File: src/rtl/dtc_vote_accum.sv
// Majority-vote accumulator: counts classifier results over a window, then scans for the winning class.
// Optional early window end via input flush when DTC_VOTE_FLUSH_EN is defined.
module dtc_vote_accum #(
    parameter int WINDOW = 16
) (
    input  logic       clk,
    input  logic       rst,
    input  logic       in_valid,
    input  logic [2:0] in_class,
    output logic       in_ready,
    output logic       out_valid,
    input  logic       out_ready,
`ifdef DTC_VOTE_FLUSH_EN
    input  logic       flush,
`endif
    output logic [2:0] outp,
    output logic [7:0] out_votes
);

    localparam logic [7:0] WIN = 8'(WINDOW);

    typedef enum logic [1:0] {ACCUM, DECIDE, PRESENT} state_t;

    state_t     state, state_nx;
    logic [7:0] cnt [8];
    logic [7:0] n;
    logic [2:0] idx;
    logic [2:0] best_class;
    logic [7:0] best_count;
    logic       accept;
    logic [7:0] n_after;
    logic       end_window;

    assign accept  = in_valid && (state == ACCUM);
    assign n_after = n + {7'd0, accept};

    // A flushed window still counts a coincident sample, but an empty window never ends.
`ifdef DTC_VOTE_FLUSH_EN
    assign end_window = (n_after == WIN) || (flush && (n_after != 8'd0));
`else
    assign end_window = (n_after == WIN);
`endif

    always_ff @(posedge clk) begin
        if (rst) state <= ACCUM;
        else     state <= state_nx;
    end

    always_comb begin
        state_nx = state;
        case (state)
            ACCUM:   if (end_window) state_nx = DECIDE;
            DECIDE:  if (idx == 3'd7) state_nx = PRESENT;
            PRESENT: if (out_ready) state_nx = ACCUM;
            default: state_nx = ACCUM;
        endcase
    end

    // Strict greater-than during the scan keeps ties on the lowest class index.
    always_ff @(posedge clk) begin
        if (rst) begin
            for (int i = 0; i < 8; i++) cnt[i] <= 8'd0;
            n          <= 8'd0;
            idx        <= 3'd0;
            best_class <= 3'd0;
            best_count <= 8'd0;
        end else begin
            case (state)
                ACCUM: begin
                    if (accept) cnt[in_class] <= cnt[in_class] + 8'd1;
                    n <= n_after;
                end
                DECIDE: begin
                    if (cnt[idx] > best_count) begin
                        best_class <= idx;
                        best_count <= cnt[idx];
                    end
                    idx <= idx + 3'd1;
                end
                PRESENT: begin
                    if (out_ready) begin
                        for (int i = 0; i < 8; i++) cnt[i] <= 8'd0;
                        n          <= 8'd0;
                        idx        <= 3'd0;
                        best_class <= 3'd0;
                        best_count <= 8'd0;
                    end
                end
                default: ;
            endcase
        end
    end

    assign in_ready  = rst || (state == ACCUM);
    assign out_valid = !rst && (state == PRESENT);
    assign outp      = rst ? 3'd0 : best_class;
    assign out_votes = rst ? 8'd0 : best_count;

endmodule

File: config.mk
export PLATFORM = sky130hd
export DESIGN_NAME = dtc_vote_accum
export DESIGN_NICKNAME = d
export VERILOG_FILES = /design/src/rtl/dtc_vote_accum.sv
export SDC_FILE = /design/constraint.sdc
export NUM_CORES = 1
export LEC_CHECK = 0
export ABC_AREA = 0
export CORE_MARGIN = 2
export CORE_UTILIZATION = 57
export CTS_BUF_LIST = sky130_fd_sc_hd__clkbuf_4
export DETAILED_ROUTE_END_ITERATION = 7
export PLACE_DENSITY = 0.78
export REMOVE_ABC_BUFFERS = 1
export SYNTH_ARGS = -nofsm -noshare
export SYNTH_HDL_FRONTEND = slang
export SYNTH_SLANG_ARGS = --single-unit
File: constraint.sdc
create_clock -name clk -period 3.2 [get_ports clk]
set_input_delay 0.32 -clock clk [delete_from_list [all_inputs] [get_ports clk]]
set_output_delay 0.32 -clock clk [all_outputs]
set_load 0.01 [all_outputs]
After elaboration in Yosys (flattened, before gate mapping)
Memories as Yosys holds them, arrays and structs flattened. A register that Yosys moved wholly into a read port is not among the register bits. Cells that the tools add are included.

Bitwise logic cells: 8. $add $sub $neg: 3. Reductions and logical operators: 12. Muxes and demuxes: 37. Eq/ne operators: 8. Order comparisons: 1.

Operator list (number): two-way mux 8 bit (12); one-hot mux 8 bit (2 select lines) (2); two-way mux 3 bit (6); one-hot mux 3 bit (2 select lines) (2); two-way mux 1 bit (11); adder 8 x 1 -> 8 bit (1); adder 8 x 1 -> 8 bit, second input constant (1); == test 8 x 5 -> 1 bit, second input constant (1); greater-than comparator 8 bit (1); != test 2 bit, second input constant (4); bitwise OR 1 bit (8); OR reduction 8 bit (1); two-way mux 2 bit (3); one-hot mux 2 bit (3 select lines) (1); AND reduction 3 bit (2); AND reduction 2 bit (2); nonzero test 2 bit (2); adder 3 x 1 -> 3 bit, second input constant (1); == test 3 bit, second input constant (1); == test 2 x 1 -> 1 bit, second input constant (1); == test 2 bit, second input constant (1); logical AND 1 bit (2); logical NOT 2 bit (1); logical NOT 1 bit (1); logical OR 1 bit (1).

Output and inout port bits: 13. Logic and storage cells: 75. Bits in registers: 24. Bits in writable memories: 64. Memories: 1. Input port bits: 7.

Memories: cnt (depth 8, bits a word 8, read ports 2, clocked after Yosys merged registers in 1, write ports 8, line 25) `logic [7:0] cnt [8];`.

Longest topological paths before layout
Depth after elaboration: 8. Mapped depth: 12.

Least setup slack after synthesis
OpenSTA, ideal clock, no wires.

Kind: reg2reg. From: register (tool-made name). To: register best_class[1]. Buffers on the path: 3. Arrival time: 2.906 ns. Period minus slack after synthesis: 2.978 ns. Path slack: 0.222 ns. Data required time: 3.128 ns. Cell stages (with the launch flop): 13. Library setup time: 0.072 ns. Path through: dfxtp_1 buf_2 buf_2 mux4_2 mux2_2 ha_1 nor2b_1 o21a_1 o21a_1 o21bai_1 a21oi_1 buf_2 mux2i_1.

RTL lines: to (signal assigned) (line 75) `best_class <= idx;`; to (decl) (line 28) `logic [2:0] best_class;`.

==> results.toml <==
[status]
status = "finished clean"

[timing]
finalHoldViolations = 0
finalCriticalPeriod_ps = 2990
rsz0062_at_grt = "no"
fmax_ghz = 0.335
finalMaxSlewViolations = 0
worst_slew_pin_slew_ps = 656
worst_slack_ps = 215
fin_worst_skew_ps = 23.8
finalCritPeriodShare = 0.933
setup_tns_ps = 0
setup_viol = 0
relSlewSlack = 0.561

[logic_synthesis]
synthCells = 460
ys_top_cells_by_area = "edfxtp_1, dfxtp_1, mux4_2"
syn_area_sq_um = 5160
synth_cell_type_count = 63
async_reset_ff_frac = 0
ys_seq_area_frac = 0.478
synth_top_area_share = 0.373
synth_seq_cells = 91
yosys_most_used_dff = "edfxtp_1"
avgSynthCellArea_sq_um = 11.2
synth_edf_count = 64
yosysTopAreaCell = "edfxtp_1"
yosys_warnings = 0

[die]
num_io_pins = 20
die_h_um = 99.1
start_util = 0.588
core_sq_um = 8760
rows = 34
dieWidth_um = 99.1
die_area_sq_um = 9820

[final_layout]
layout.nets = 512
final_common_cell = "nor2_1"
layout_common_cells = "nor2_1, edfxtp_1, nand2_1, dfxtp_1"
area_growth_pct = 10.9
drive_above_1_share = 0.206
diodes = 0
instances_no_fill = 604
final_area_sq_um = 5720

[setup_path]
crit_path_end_kind = "flip-flop"
crit_type = "reg -> reg"
reg2reg_slack_ps = 210
arrival_ps = 3390
reg2reg_depth = 11
start_kind = "flip-flop"
cp.required_ps = 3600
path_max_fanout = 16

[global_routing]
grtUsageTotal = 0.261
grt_pass1_vias = 3764
grt_max_degree = 27
globalRoute.busiestLayer = "met2"
grt-ovfl-total = 0
use_met2 = 0.428
antenna_found_initial = 0
gr-usage-met1 = 0.345
use_met3 = 0.0647
grt_pass1_wl_mm = 19.7

[clocking]
insertion_delay_ps = 480
cts.clk_slew.worst_paths_ps = 160
cts_setup_buffers = 0
cts-resized-gates = 1
cts_buffers = 9
postCtsHoldBufs = 0
htreeDepth = 3
cts_tree = "yes"
root_buffer = "clkbuf_4"
clk_path_buf_depth = 2
clock_sinks = 91

[drt]
drt_iter0_markers = 370
drt-pass1-iter-count = 5
viasPerCell = 6.34
wire_per_inst_um = 20.1
drcViolationCount = 0
num_vias = 3828
ant_nets = 0
finalWirelength_mm = 12.1

[job]
cap_violations = 0

[min_path]
hold_class = "reg -> reg"
hold_path_depth = 2

[place]
hpwl_mm = 9.02
placed_cell_area_sq_um = 5580
gp_congestion = 0.947
port_buffers = 19
post-place-ws_ps = 28.8
dp_cells = 588

[power]
power_density_nw_per_um2 = 392
peakVddDrop_mv = 0.203
leakage_nw = 2.09
power_mw = 2.24
[path summary, 6_finish.rpt]
kind | from | to
worst max register to register | flip-flop | best_class[1]
worst max-delay path | flip-flop | best_class[1]
worst min-delay path | best_count[7] | best_count[7]
worst min register to register | best_count[7] | best_count[7]
[cell usage after synthesis, drive strengths merged, types with 3 or more instances]
cell type  number
a21o            3
a221oi          3
a221o           3
nor2b          12
o21bai          4
mux2i          23
inv            14
mux4           20
ha             14
mux2           13
buf            12
clkbuf         13
o21ai           9
nor3           22
xnor2           3
nand3           3
nand4           3
nand2          54
a22oi           8
or2             3
nand3b          4
and2            3
edfxtp         64
dfxtp          27
a21oi          15
nor2           76
a2bb2oi         3
nand2b          4
[registers in the layout, indices dropped and copies added, names as in the netlist, named ones only]
register and cells:
best_class 3, best_count 8, cnt 64, idx 3
n 8, state 2
[power by group]
group / internal, mW / switching (mW) / total [mW]
Combinational: 0.106 / 0.167 / 0.272
Clock: 0.185 / 0.458 / 0.643
Sequential: 1.30 / 0.0273 / 1.33
[per-stage QoR]
step | hold slack [ps] | utilization
2_1_floorplan | 389 | -
3_3_place_gp | 442 | 0.636
3_5_place_dp | 455 | 0.636
4_1_cts | 475 | 0.652
5_1_grt | 504 | 0.652
6_report | 472 | 0.652
[cell families (layout without fill, tap and decap cells)]
| kind of cell | Yosys count | in the layout | share of synthesized area |
|---|---|---|---|
| AND/OR/NAND/NOR | 193 | 193 | 0.181 |
| flip-flops | 91 | 91 | 0.478 |
| AO/OA/AOI/OAI | 62 | 62 | 0.0978 |
| multiplexers | 56 | 56 | 0.162 |
| buffers and inverters | 39 | 75 | 0.0369 |
| adder cells (fa/ha/maj) | 14 | 14 | 0.0340 |
| XOR/XNOR | 5 | 5 | 0.0114 |
[final cells by class]
class                      count  area [sq um]
clock buffer                   9          67.6
clock inverter                 7          68.8
fill                         684          3050
inverter                      14          52.6
multi-input combinational    330          2510
sequential                    91          2460
tap                          108           135
timing repair buffer          45           423
[worst max-delay path, stage by stage (launching register included)]
cell and delay [ps]:
dfxtp_1 380, buf_12 190, mux4_2 520, mux2_2 300, ha_1 300, nor2b_1 140, o21a_1 110, o21a_1 110
o21bai_1 70, a21oi_2 340, buf_4 250, mux2i_1 200
[metal layers]
| metal | wire length [um] | share of wire |
|---|---|---|
| met5 | 0 | 0 |
| met4 | 250 | 0.021 |
| met3 | 975 | 0.080 |
| met2 | 5940 | 0.49 |
| met1 | 4980 | 0.41 |
(Power assumes the default switching activity.)
==> variant 1 (same flow settings) <==
The option `DTC_VOTE_FLUSH_EN` is turned on by a define.
--- a/src/rtl/dtc_vote_accum.sv
+++ b/src/rtl/dtc_vote_accum.sv
@@ -1,4 +1,6 @@
 // Majority-vote accumulator: counts classifier results over a window, then scans for the winning class.
 // Optional early window end via input flush when DTC_VOTE_FLUSH_EN is defined.
+`define DTC_VOTE_FLUSH_EN
+
 module dtc_vote_accum #(
     parameter int WINDOW = 16
Ports: changed (added flush); port bits go from 20 to 21. The function was not compared with the original's and may differ.
==> variant 1 against the original RTL <==
  * Setup slack better by 0.15 ns
  * Routed wire length is 7.1% higher
  * Via count is 0.97% higher
  * Hold slack worse by 0.0022 ns
  * Cell count is 0.83% higher
  * Design area is 2.5% higher
  * First-iteration DRC count is 3.8% higher
  * Sequential cell count stayed put
  * Synthesized area is 2.8% higher
  * Count of clock-buffer cells in the layout is 2 higher
Power is not compared: it rests on default switching activity, and its combinational part moved more than twofold at a synthesized area within 25%.
==> variant 1: results (changes against the original RTL) <==
{| class="wikitable"
! Metric !! Value
|-
| Status || complete, no violations (unchanged)
|-
| Syn_area_per_cell || 11.5 um2 (was 11.2 um2)
|-
| Global-route met1 utilization || 0.354 (was 0.345)
|-
| Insertion delay to the later sink of the worst-skew pair || 0.44 ns (was 0.48 ns)
|-
| Resized Gates After CTS || 0 (was 1)
|-
| Relative slew slack || 0.512 (was 0.561)
|-
| Routed wire length || 13.0 mm (was 12.1 mm)
|-
| Number of non-clock inverters || 15 (was 14)
|-
| Layout clock area frac || 0.0316 (was 0.0239)
|-
| Routed wire per std cell || 21.3 um (was 20.1 um)
|-
| Initial detailed-routing violation count || 384 (was 370)
|-
| Worst hold path startpoint || best_count[5] (was best_count[7])
|-
| Distinct cell type count after synthesis || 62 (was 63)
|-
| Met2 Use GR || 0.433 (was 0.428)
|-
| Capturing instance or port of the critical path || best_class[0] (was best_class[1])
|-
| Cell type of the slowest stage on the worst timing path || dfxtp_2 (was mux4_2)
|-
| Top cells by area, synth || edfxtp_1, dfxtp_1, mux4_2 (unchanged)
|-
| Cell count after placement || 593 (was 588)
|-
| Largest net degree at the start of global routing || 28 (was 27)
|-
| Plain + repair buffers || 47 (was 45)
|-
| Final Wtd Congestion || 0.945 (was 0.947)
|-
| Multi-input gates || 329 (was 330)
|-
| Worst Hold End || best_count[5] (was best_count[7])
|-
| Total routing usage reported by global routing || 0.267 (was 0.261)
|-
| Inserted tap cell count || 111 (was 108)
|}
## variant 1: changes by cell type in the layout (fill, tap and decap cells not counted), moves of 3 or more
| cell | delta |
|---|---|
| a22oi_2 | -3 |
| bufinv_16 | +3 |
| nand2_1 | -8 |
| buf_4 | +3 |
| nand3_1 | +5 |
| nor2_1 | +8 |
| nor3_2 | +9 |
| a221oi_1 | +3 |
| nor3_1 | -12 |
| a211oi_1 | +3 |
| inv_8 | -3 |
## variant 1: per-stage QoR
| step | TNS (ns) | setup slack, ns |
|---|---|---|
| finish | 0 | 0.367 |
| floorplan | -3.45 | -0.314 |
| global route | 0 | 0.168 |
| detailed placement | 0 | 0.0975 |
| CTS | 0 | 0.132 |
| global placement | 0 | 0.193 |
## variant 1: cell families (layout without fill, tap and decap cells)
logic type,count (synthesis),count (layout),synth area share
mux,60,60,0.170
simple gates,194,194,0.182
xor+xnor,6,6,0.0156
buf+inv,42,78,0.0446
fa+ha+maj,13,13,0.0307
flops,91,91,0.465
compound gates,56,56,0.0925
==> variant 2 (same settings) <==
Without the edit above. Make the reset (`rst`) asynchronous in 2 clocked blocks.
--- a/src/rtl/dtc_vote_accum.sv
+++ b/src/rtl/dtc_vote_accum.sv
@@ -42,5 +42,5 @@
 `endif
 
-    always_ff @(posedge clk) begin
+    always_ff @(posedge clk or posedge rst) begin
         if (rst) state <= ACCUM;
         else     state <= state_nx;
@@ -58,5 +58,5 @@
 
     // Strict greater-than during the scan keeps ties on the lowest class index.
-    always_ff @(posedge clk) begin
+    always_ff @(posedge clk or posedge rst) begin
         if (rst) begin
             for (int i = 0; i < 8; i++) cnt[i] <= 8'd0;
Check against the original RTL: no difference found for any inputs over 10 cycles, from zero or initial values and one cycle with rst high; that may be too few to reach the edited logic, so the function may still have changed.
==> variant 2 against the original RTL <==
  * Routed wire length increased by 3.3%
  * Setup slack got worse by 0.016 ns
  * Sequential share of layout area down 3.7 points
  * Sequential cell count shrank 3
  * Critical path depth decreased by 1
  * Clock skew up 0.020 ns
  * Synthesized area decreased by 1.3%
  * Hold slack improved by 0.045 ns
  * Design area decreased by 2.1%
  * Critical path type unchanged
  * Largest cell class unchanged
Power is not compared: it rests on default switching activity, and its combinational part moved more than twofold at a synthesized area within 25%.
==> variant 2: results (changes against the original RTL) <==
{| class="wikitable"
! Metric !! Value
|-
| Proportion of register bits with asynchronous set or reset after synthesis || 1.00 (was 0)
|-
| Number of standard cells after synthesis || 495 (was 460)
|-
| Hold slack || 0.518 ns (was 0.472 ns)
|-
| Hold depth || 2 (unchanged)
|-
| Routed met1 length || 5.28 mm (was 4.98 mm)
|-
| Global-route met1 utilization || 0.394 (was 0.345)
|-
| Endpoint kind of the worst setup timing path || flip-flop (unchanged)
|-
| Relative slew slack || 0.269 (was 0.561)
|-
| Number of cell instances on the worst register-to-register path || 10 (was 11)
|-
| Arrival time reported for the critical path endpoint || 3.34 ns (was 3.39 ns)
|-
| Worst R2R Setup Slack || 0.20 ns (was 0.21 ns)
|-
| Distinct cell type count after synthesis || 49 (was 63)
|-
| Worst Hold End || cnt[27] (was best_count[7])
|-
| Met3 Track Usage GR || 0.0482 (was 0.0647)
|-
| Warnings, synthesis || 0 (unchanged)
|-
| Routed wire per std cell || 19.9 um (was 20.1 um)
|-
| HPWL Detailed || 8.88 mm (was 9.02 mm)
|-
| Static leakage power || 2.50 nW
|-
| Met2 Use GR || 0.440 (was 0.428)
|-
| Status || complete, no violations (unchanged)
|-
| Insertion delay to the later sink of the worst-skew pair || 0.46 ns (was 0.48 ns)
|-
| Clock-pin slew of the registers on the worst-case setup and hold paths || 0.15 ns
|-
| Global-route wire length before repair || 21.3 mm (was 19.7 mm)
|-
| Top cells by area, synth || dfrtp_1, mux4_2, nand2_1 (was edfxtp_1, dfxtp_1, mux4_2)
|-
| Highest fanout seen on the critical path || 10 (was 16)
|-
| Via count || 4069 (was 3828)
|-
| Number of vias per cell || 6.47 (was 6.34)
|-
| Worst hold path startpoint || cnt[27] (was best_count[7])
|-
| Cell count after placement || 611 (was 588)
|-
| Total routing usage reported by global routing || 0.278 (was 0.261)
|-
| First-pass detailed-route iteration total || 5 (unchanged)
|-
| Metal3 WL || 867 um (was 975 um)
|-
| DR WL met2 || 6.13 mm (was 5.94 mm)
|-
| Largest net degree at the start of global routing || 89 (was 27)
|-
| Final Wtd Congestion || 0.927 (was 0.947)
|-
| Net switching power || 1.60 mW
|-
| Number of nets in the finished design || 537 (was 512)
|-
| Number of global-route vias before repair || 3995 (was 3764)
|-
| Synth top cells by count || nand2_1, dfrtp_1, o21ai_0 (was nor2_1, edfxtp_1, nand2_1)
|-
| Initial detailed-routing violation count || 438 (was 370)
|-
| Resized Gates After CTS || 0 (was 1)
|-
| Worst reg2reg endpoint || best_count[6] (was best_class[1])
|-
| Prevailing post-synth register cell || dfrtp_1 (was edfxtp_1)
|-
| Fraction of layout instances using a drive strength above 1 || 0.154 (was 0.206)
|-
| Seq/Total Area, Yosys || 0.433 (was 0.478)
|-
| Clock Skews || 0.0435 ns (was 0.0238 ns)
|}
[variant 2: changes by cell type after synthesis, sizes merged, moves of 22 or more]
| cell | before | now |
|---|---|---|
| o21ai | 9 | 59 |
| nor2 | 76 | 28 |
| dfrtp | 0 | 88 |
| a22o | 2 | 24 |
| edfxtp | 64 | 0 |
| dfxtp | 27 | 0 |
| nand2 | 54 | 102 |
[variant 2: cell families after synthesis]
family,synth area share
buffers and inverters,0.0371
AND/OR/NAND/NOR,0.167
multiplexers,0.174
flip-flops,0.433
AO/OA/AOI/OAI,0.138
XOR/XNOR,0.0165
adder cells (fa/ha/maj),0.0344
[variant 2: through the flow]
stage / worst slack (ns) / cell area (um2) / setup TNS, ns
final: 0.199 / 5600 / 0
after floorplan: -0.726 / 4960 / -7.19
after global placement: 0.264 / 5440 / 0
after global routing: 0.0242 / 5600 / 0
after detailed placement: 0.169 / 5440 / 0
after CTS: 0.154 / 5580 / 0
[variant 2: layout make-up]
class | count | area (um2)
fillers | 687 | 3080
flip-flops and latches | 88 | 2200
well taps | 108 | 135
clock inverters | 6 | 67.6
repair buffers | 35 | 360
clock buffers | 10 | 75.1
inverters | 15 | 57.6
multi-input cells | 367 | 2700
[variant 2: worst max-delay path, cell delays in order (launching register included)]
cell and delay, ns:
dfrtp_1 0.69, buf_4 0.27, mux4_2 0.33, nand2_1 0.09
nand2_1 0.11, ha_1 0.32, and4_1 0.19, o21ai_0 0.09
a221oi_1 0.24, buf_4 0.23, mux2_2 0.34
[variant 2: power by group through the flow]
stage,registers [mW],clock network [mW],logic [mW]
3_5_place_dp,1.66,0,1.71
2_1_floorplan,1.64,0,1.11
4_1_cts,1.64,0.657,1.72
3_3_place_gp,1.64,0,1.65
6_report,1.65,0.652,1.72
5_1_grt,1.68,0.709,1.89
